### src/rtl/sb_master_port.sv
`default_nettype none
// ============================================================================
// Module      : sb_master_port
// Description : Single-outstanding request/response client to sb bus master
//               bridge with registered bus outputs and a wait-cycle timeout.
// Revision    : 1.0 - initial release
// ============================================================================
module sb_master_port #(
  parameter int unsigned TIMEOUT_CYC = 255
) (
  input  logic        clk,
  input  logic        rst_n,
  input  logic        req_valid,
  output logic        req_ready,
  input  logic        req_we,
  input  logic [31:0] req_addr,
  input  logic [31:0] req_wdata,
  input  logic [3:0]  req_wstrb,
  output logic        rsp_valid,
  input  logic        rsp_ready,
  output logic [31:0] rsp_rdata,
  output logic        rsp_err,
  output logic        sb_arvalid,
  input  logic        sb_arready,
  output logic [31:0] sb_araddr,
  input  logic        sb_rvalid,
  output logic        sb_rready,
  input  logic [31:0] sb_rdata,
  output logic        sb_wvalid,
  input  logic        sb_wready,
  output logic [31:0] sb_waddr,
  output logic [31:0] sb_wdata,
  output logic [3:0]  sb_wstrb,
  input  logic        sb_bvalid,
  output logic        sb_bready,
  input  logic        sb_bresp
);

  localparam logic [15:0] C_TIMEOUT = 16'(TIMEOUT_CYC);

  typedef enum logic [2:0] {
    S_IDLE = 3'd0,
    S_AR   = 3'd1,
    S_R    = 3'd2,
    S_W    = 3'd3,
    S_B    = 3'd4,
    S_RSP  = 3'd5
  } state_e;

  state_e      state_q, state_d;
  logic [31:0] addr_q, addr_d;
  logic [31:0] wdata_q, wdata_d;
  logic [3:0]  wstrb_q, wstrb_d;
  logic [15:0] cnt_q, cnt_d;
  logic [15:0] cnt_inc;
  logic [31:0] rdata_q, rdata_d;
  logic        err_q, err_d;

  logic        req_ready_q;
  logic        rsp_valid_q;
  logic        arvalid_q, rready_q, wvalid_q, bready_q;
  logic [31:0] araddr_q, waddr_q, wdata_out_q;
  logic [3:0]  wstrb_out_q;

  assign cnt_inc = (cnt_q == 16'hFFFF) ? cnt_q : cnt_q + 16'd1;

  always_comb begin
    state_d = state_q;
    addr_d  = addr_q;
    wdata_d = wdata_q;
    wstrb_d = wstrb_q;
    cnt_d   = cnt_q;
    rdata_d = rdata_q;
    err_d   = err_q;
    case (state_q)
      S_IDLE: begin
        if (req_valid && req_ready_q) begin
          addr_d  = req_addr;
          wdata_d = req_wdata;
          wstrb_d = req_wstrb;
          rdata_d = 32'h0;
          err_d   = 1'b0;
          state_d = req_we ? S_W : S_AR;
        end
      end
      S_AR: begin
        if (sb_arready) begin
          cnt_d   = 16'h0;
          state_d = S_R;
        end
      end
      S_R: begin
        // A valid in the final wait cycle wins over the timeout.
        if (sb_rvalid) begin
          rdata_d = sb_rdata;
          err_d   = 1'b0;
          state_d = S_RSP;
        end else begin
          cnt_d = cnt_inc;
          if (cnt_inc >= C_TIMEOUT) begin
            rdata_d = 32'h0;
            err_d   = 1'b1;
            state_d = S_RSP;
          end
        end
      end
      S_W: begin
        if (sb_wready) begin
          cnt_d   = 16'h0;
          state_d = S_B;
        end
      end
      S_B: begin
        if (sb_bvalid) begin
          rdata_d = 32'h0;
          err_d   = sb_bresp;
          state_d = S_RSP;
        end else begin
          cnt_d = cnt_inc;
          if (cnt_inc >= C_TIMEOUT) begin
            rdata_d = 32'h0;
            err_d   = 1'b1;
            state_d = S_RSP;
          end
        end
      end
      S_RSP: begin
        if (rsp_ready) begin
          state_d = S_IDLE;
        end
      end
      default: state_d = S_IDLE;
    endcase
  end

  // Outputs are registered from the next state so they line up with state_q.
  always_ff @(posedge clk or negedge rst_n) begin
    if (!rst_n) begin
      state_q     <= S_IDLE;
      addr_q      <= 32'h0;
      wdata_q     <= 32'h0;
      wstrb_q     <= 4'h0;
      cnt_q       <= 16'h0;
      rdata_q     <= 32'h0;
      err_q       <= 1'b0;
      req_ready_q <= 1'b0;
      rsp_valid_q <= 1'b0;
      arvalid_q   <= 1'b0;
      araddr_q    <= 32'h0;
      rready_q    <= 1'b0;
      wvalid_q    <= 1'b0;
      waddr_q     <= 32'h0;
      wdata_out_q <= 32'h0;
      wstrb_out_q <= 4'h0;
      bready_q    <= 1'b0;
    end else begin
      state_q     <= state_d;
      addr_q      <= addr_d;
      wdata_q     <= wdata_d;
      wstrb_q     <= wstrb_d;
      cnt_q       <= cnt_d;
      rdata_q     <= rdata_d;
      err_q       <= err_d;
      req_ready_q <= (state_d == S_IDLE);
      rsp_valid_q <= (state_d == S_RSP);
      arvalid_q   <= (state_d == S_AR);
      araddr_q    <= (state_d == S_AR) ? addr_d : 32'h0;
      rready_q    <= (state_d == S_R);
      wvalid_q    <= (state_d == S_W);
      waddr_q     <= (state_d == S_W) ? addr_d : 32'h0;
      wdata_out_q <= (state_d == S_W) ? wdata_d : 32'h0;
      wstrb_out_q <= (state_d == S_W) ? wstrb_d : 4'h0;
      bready_q    <= (state_d == S_B);
    end
  end

  assign req_ready  = req_ready_q;
  assign rsp_valid  = rsp_valid_q;
  assign rsp_rdata  = rdata_q;
  assign rsp_err    = err_q;
  assign sb_arvalid = arvalid_q;
  assign sb_araddr  = araddr_q;
  assign sb_rready  = rready_q;
  assign sb_wvalid  = wvalid_q;
  assign sb_waddr   = waddr_q;
  assign sb_wdata   = wdata_out_q;
  assign sb_wstrb   = wstrb_out_q;
  assign sb_bready  = bready_q;

endmodule
`default_nettype wire

### config.mk
export PLATFORM = sky130hd
export DESIGN_NAME = sb_master_port
export DESIGN_NICKNAME = d
export VERILOG_FILES = /design/src/rtl/sb_master_port.sv
export SDC_FILE = /design/constraint.sdc
export NUM_CORES = 1
export LEC_CHECK = 0
export BUFFER_PORTS_ARGS = -buffer_cell sky130_fd_sc_hd__buf_2
export CORE_MARGIN = 4
export CORE_UTILIZATION = 40
export DETAILED_ROUTE_END_ITERATION = 16
export PLACE_DENSITY_LB_ADDON = 0.25
export SLEW_MARGIN = 20
export SYNTH_ARGS = -nofsm -noshare
export SYNTH_HDL_FRONTEND = slang
export SYNTH_SLANG_ARGS = --single-unit
### constraint.sdc
create_clock -name clk -period 4 [get_ports clk]
set_input_delay 0.4 -clock clk [delete_from_list [all_inputs] [get_ports clk]]
set_output_delay 0.4 -clock clk [all_outputs]
set_load 0.005 [all_outputs]
==> results of run 1 <==
final timing paths:
check	from	endpoint	depth (start not counted)
worst min register to register	wdata_q[9]	wdata_q[9]	1
worst min-delay path	sb_rdata[28]	rsp_rdata[28]	2
min in group asynchronous	rst_n	sb_waddr[18]	2
max in group asynchronous	rst_n	sb_wdata[13]	3
worst max register to register	cnt_q[0]	rsp_rdata[0]	8
worst max-delay path	cnt_q[0]	rsp_rdata[0]	8
cell type report:
type | instances | share of cell area, %
antenna | 2 | 0.0462
inverter | 38 | 1.32
tap | 275 | 3.17
timing repair buffer | 260 | 12.5
clock buffer | 37 | 6.65
sequential | 226 | 52.2
multi-input combinational | 356 | 23.4
clock inverter | 9 | 0.750
sequential cells by signal (all words and copies together), names as in the netlist:
name,cells
addr_q,32
cnt_q,16
req_ready,1
rsp_err,1
rsp_rdata,32
rsp_valid,1
sb_araddr,32
sb_arvalid,1
sb_bready,1
sb_rready,1
sb_waddr,32
sb_wdata,32
sb_wstrb,4
sb_wvalid,1
state_q,3
wdata_q,32
wstrb_q,4
report_power, final:
group	internal [W]	switching, W	leakage [nW]	total, W
sequential	0.00311	0.000301	2.97	0.00341
combinational	0.00105	0.00134	2.32	0.00239
clock	0.00131	0.000875	0.399	0.00219
total	0.00547	0.00251	5.69	0.00799
cell families after synthesis:
kind of cell	count (synthesis)	synth area share, %
AOI/OAI and AO/OA	95	8.52
xor gates and xnor gates	4	0.411
adders and majority gates	1	0.147
buffers and inverters	73	4.02
DFF	226	66.4
muxes	72	9.00
and+or+nand+nor	184	11.5
routing by layer:
| layer | vias to the layer above | wire [µm] |
|---|---|---|
| met5 | - | 12 |
| met4 | 2 | 696 |
| met3 | 40 | 1490 |
| met2 | 207 | 9590 |
| met1 | 2792 | 8400 |
| li1 | 2732 | - |
stage by stage:
stage	setup slack (ps)	total power [W]	utilization, %	std cells
2_1_floorplan	1700	0.00493	-	655
3_3_place_gp	1130	0.00583	47.9	1154
3_5_place_dp	1110	0.00587	47.9	1154
4_1_cts	1080	0.00813	51.7	1201
5_1_grt	786	0.00854	51.7	1202
6_report	1040	0.00799	51.7	1203
cell usage in the layout, fill, tap and decap left out, drive strengths merged, types with 6 or more instances in the layout:
| cell type | instances |
|---|---|
| a31oi | 9 |
| clkbuf | 37 |
| buf | 259 |
| inv | 39 |
| a22o | 35 |
| mux2i | 35 |
| nor2 | 86 |
| nand3 | 6 |
| and2 | 37 |
| dfrtp | 226 |
| mux2 | 37 |
| nand4 | 10 |
| clkinv | 7 |
| o21ai | 18 |
| a21oi | 13 |
| nand2 | 13 |
==> results.yml, run 1 <==
run_status:
  status: "finished, final reports clean"
drt:
  wl_per_cell_um: 16.8
  via_count: 5773
  detail_route.first_pass.iterations: 6
  ant_nets: 0
  drt-vias-per-instance: 4.80
  drc: 0
  wl_um: 20200
  drtIter0Drc: 289
yosys:
  yosys-top-cells-count: "dfrtp_1, nor2_1, inv_1"
  ys_types: 54
  yosysMostFrequentCell: "dfrtp_1"
  syn_inst: 655
  synth_top_area_share_pct: 66.4
  ys_async_sr_fraction_pct: 100
  synth_warnings: 0
  synth_area_mm2: 0.00852
  synth_top_area_cell: "dfrtp_1"
  synth_seq_cells: 226
  ys_seq_area_share_pct: 66.4
  syn-num-nets: 766
  synth_ff_type: "dfrtp_1"
  avgSynthCellArea_um2: 13.0
  yosys-top-cells-area: "dfrtp_1, mux2_2, mux2i_1, a22o_1, nor2_1"
  synth_edf_count: 0
sta:
  slew_violations: 0
  worst_slew_pin_slew_ps: 878
  fmax_mhz: 338
  fin_crit_ps: 2960
  final-setup-viol-count: 0
  slew_headroom_pct: 41.5
  holdWs_ps: 120
  rsz0062_at_grt: "no"
  min_period_over_period_pct: 73.9
  finClkSkew_ps: 13.7
  finalHoldViolCount: 0
  tns_ps: 0
clocking:
  cts-buffers-inserted: 25
  cts.path.max_buffers: 3
  clock_sinks: 226
  path_clk_slew_ps: 60
  clock_latency_ps: 510
  cts_tree: "yes"
  cts_max_level: 1
  clock-root-buffer: "clkbuf_16"
  cts_setup_buffers: 0
  ctsResizeCount: 0
  hold_buffers: 1
floorplanning:
  rows: 53
  coreArea_mm2: 0.0210
  fp.dieH_um: 154
  dieArea_mm2: 0.0237
  initial_core_util_pct: 40.6
  io_pins: 249
  die_x_um: 154
layout:
  area_delta_synth_final_pct: 27.3
  nNetsFinal: 1018
  fillers: 1866
  finalInstanceArea_mm2: 0.0108
  drive_gt1_share_pct: 39.5
  multi_input_area_mm2: 0.00254
  seqCellArea_mm2: 0.00566
grt:
  antenna_found_initial: 2
  grt.overflow.total: 0
  grtUsageTotal_pct: 16.8
  grt_max_degree: 85
  top_usage_layer: "met2"
  first_global_vias: 5931
  grt_use_met2_pct: 27.3
  grt_first_pass_wirelength_um: 32400
  met1_usage_pct: 21.7
  grt_use_met3_pct: 4.81
power_and_ir_drop:
  powerDensity_mw_per_mm2: 736
  p_leak_nw: 5.69
  ir_drop_v: 0.000390
worst_setup_path:
  critPathMaxFanout: 32
  crit_family: "compound AO/OA/AOI/OAI gates"
  start_kind: "register"
  crit_type: "reg2reg"
  crit_buf_inv: 0
  r2r_setup_slack_ps: 1040
  cp-end-kind: "register"
  cp_cell_sequence: "ha_1, nand3_1, nor3_1, and3_1, o2111a_2, o211ai_4, o21ai_4, a22o_1"
  required_ps: 4430
  max_stage_delay_ps: 710
  critPathArrivalTime_ps: 3380
  slowest_stage: "o21ai_4"
placement:
  dpl_cell_area_mm2: 0.0100
  port_buffers: 248
  dp_hpwl_um: 13900
  gp_congestion: 0.843
run:
  max_cap_violations: 0
min_path:
  worst_hold_path_type: "in2reg"
Note: power is estimated with default switching activity, not from simulation.
==> run 2: changes to the inputs <==
ABC_AREA = 1   (was default)
clock period = 2.7 ns   (was 4 ns; I/O delays follow)
==> run 2 against run 1 <==
Non-clock buffer count rose by 73. Register-to-register slack got worse by 750 ps. Sequential share of layout area fell by 5.0 points. Critical path depth rose by 7. First-iteration DRC count fell by 5.5%. Flip-flop and latch count did not move. Count of clock-buffer cells in the layout fell by 1.
==> results.yml, run 2 <==
yosys:
  synth_seq_cells: 226
  ys_seq_area_share_pct: 63.9
  synth_top_area_cell: "dfrtp_1"
  syn_inst: 960
  yosys-top-cells-area: "dfrtp_1, nand2_1, inv_1, o21ai_0, nor2_2"
  synth_top_area_share_pct: 63.9
  ys_types: 32
  avgSynthCellArea_um2: 9.22
  synth_warnings: 0
  yosysMostFrequentCell: "nand2_1"
  ys_async_sr_fraction_pct: 100
  yosys-top-cells-count: "nand2_1, dfrtp_1, inv_1"
  syn-num-nets: 1071
  synth_ff_type: "dfrtp_1"
  synth_edf_count: 0
  synth_area_mm2: 0.00885
worst_setup_path:
  crit_family: "simple AND/OR/NAND/NOR gates"
  critPathArrivalTime_ps: 2840
  cp-end-kind: "register"
  cp_cell_sequence: "ha_2, inv_2, nor2_4, nand2_4, nor2_8, inv_4, nand3_1, nor2_1, nand2_1, nor2_2, nand3_1, a21oi_4, nand3_4, buf_12, nor2_2"
  crit_type: "reg2reg"
  crit_buf_inv: 3
  r2r_setup_slack_ps: 300
  slowest_stage: "dfrtp_1"
  max_stage_delay_ps: 420
  start_kind: "register"
  required_ps: 3140
  critPathMaxFanout: 25
power_and_ir_drop:
  power.switching_w: 0.00380
  powerDensity_mw_per_mm2: 958
  p_leak_nw: 7.11
  clkPwrFrac_pct: 28.6
  p_comb_share_pct: 30.5
  power_frac_seq_pct: 40.9
  internal_power_w: 0.00770
  ir_drop_v: 0.000628
  p_sw_share_pct: 33.0
drt:
  drt-vias-per-instance: 4.54
  wl_um: 22700
  via_count: 7185
  drc: 0
  detail_route.first_pass.iterations: 4
  wl_per_cell_um: 14.4
  ant_nets: 0
  drtIter0Drc: 273
layout:
  seqCellArea_mm2: 0.00566
  area_delta_synth_final_pct: 35.7
  n_antenna_cell: 0
  drive_gt1_share_pct: 29.8
  nNetsFinal: 1399
  mostFrequentLayoutCell: "nand2_1"
  fillers: 1950
  multi_input_area_mm2: 0.00252
  final_cell_mix: "nand2_1, buf_2, dfrtp_1"
min_path:
  worst_hold_path_type: "in2reg"
clocking:
  clock-root-buffer: "clkbuf_16"
  cts-buffers-inserted: 25
  cts_setup_buffers: 0
  path_clk_slew_ps: 60
  clock_sinks: 226
  cts_tree: "yes"
  cts.path.max_buffers: 3
  cts_max_level: 1
  clock_latency_ps: 510
placement:
  pre_cts_ws_ps: 231
  gp_congestion: 0.883
  port_buffers: 248
  dp_hpwl_um: 15300
sta:
  rsz0062_at_grt: "no"
  fmax_mhz: 416
  final-setup-viol-count: 0
  slew_violations: 0
  worst_slew_pin_slew_ps: 638
  finalHoldViolCount: 0
  setup_slack_ps: 299
  tns_ps: 0
  fin_crit_ps: 2400
  slew_headroom_pct: 57.5
  min_period_over_period_pct: 88.9
  finClkSkew_ps: 10.3
grt:
  grtUsageTotal_pct: 18.6
  antenna_found_initial: 0
  grt.overflow.total: 0
  grt_max_degree: 81
  grt_first_pass_wirelength_um: 37200
  first_global_vias: 7351
floorplanning:
  rows: 54
  initial_core_util_pct: 40.5
  fp.dieH_um: 157
  dieArea_mm2: 0.0246
  die_x_um: 157
  io_pins: 249
  coreArea_mm2: 0.0218
run_status:
  status: "finished, final reports clean"
run:
  max_cap_violations: 0
[run 2: worst paths after layout]
kind / start / endpoint / cells past startpoint
worst min register to register: wdata_q[4] / wdata_q[4] / 2
worst max-delay path: cnt_q[0] / sb_araddr[10] / 15
worst min-delay path: req_addr[1] / addr_q[1] / 3
min in group asynchronous: rst_n / rsp_rdata[12] / 2
worst max register to register: cnt_q[0] / sb_araddr[10] / 15
max in group asynchronous: rst_n / sb_waddr[12] / 3
[run 2: per-stage QoR]
step	instances	power (W)	instance area [µm²]	hold WS [ps]	util, %
floorplan	960	0.00690	8850	-25.6	-
detailed placement	1472	0.00823	10500	322	48.1
global placement	1472	0.00814	10500	319	48.1
finish	1584	0.0115	12000	68.0	55.0
CTS	1584	0.0117	12000	45.8	55.0
global route	1584	0.0123	12000	63.1	55.0
[run 2: power by group through the flow]
stage / Clock (W) / Sequential (W) / Combinational, W
2_1_floorplan: 0 / 0.00476 / 0.00214
6_report: 0.00328 / 0.00471 / 0.00351
3_5_place_dp: 0 / 0.00475 / 0.00347
5_1_grt: 0.00353 / 0.00481 / 0.00400
3_3_place_gp: 0 / 0.00474 / 0.00340
4_1_cts: 0.00338 / 0.00471 / 0.00357
[run 2: layer usage]
layer	part of all wire, %	wire length (µm)	up-vias	global-route usage, %
met2	49	11200	205	32.2
met4	2.9	649	0	5.99
met3	6.0	1350	49	3.68
met5	0	0	-	0
met1	42	9490	3408	23.6
li1	-	-	3523	-
[run 2: kinds of logic after synthesis]
group,after synthesis,synth area share (%)
DFF,226,63.9
adders and majority gates,1,0.141
buffers and inverters,176,7.86
and+or+nand+nor,493,24.0
xor gates and xnor gates,3,0.297
AOI/OAI and AO/OA,61,3.75
[run 2: worst reg2reg max path: stages (launching register included)]
cell	delay, ps
dfrtp_1	420
ha_2	230
inv_2	100
nor2_4	70
nand2_4	100
nor2_8	60
inv_4	100
nand3_1	100
nor2_1	110
nand2_1	90
nor2_2	200
nand3_1	140
a21oi_4	220
nand3_4	100
buf_12	180
nor2_2	120
[run 2: timing repair]
action	in CTS	in global routing
hold buffers	69	0
hold endpoints to repair	145	0
setup endpoints to repair	0	34
resized for setup	0	2
[run 2: cell type report]
type	instances	area share [%]
repair buffers	333	17.8
well taps	280	2.92
clock buffers	36	6.06
inverters	144	4.52
clock inverters	7	0.615
flip-flops and latches	226	47.1
multi-input cells	558	21.0
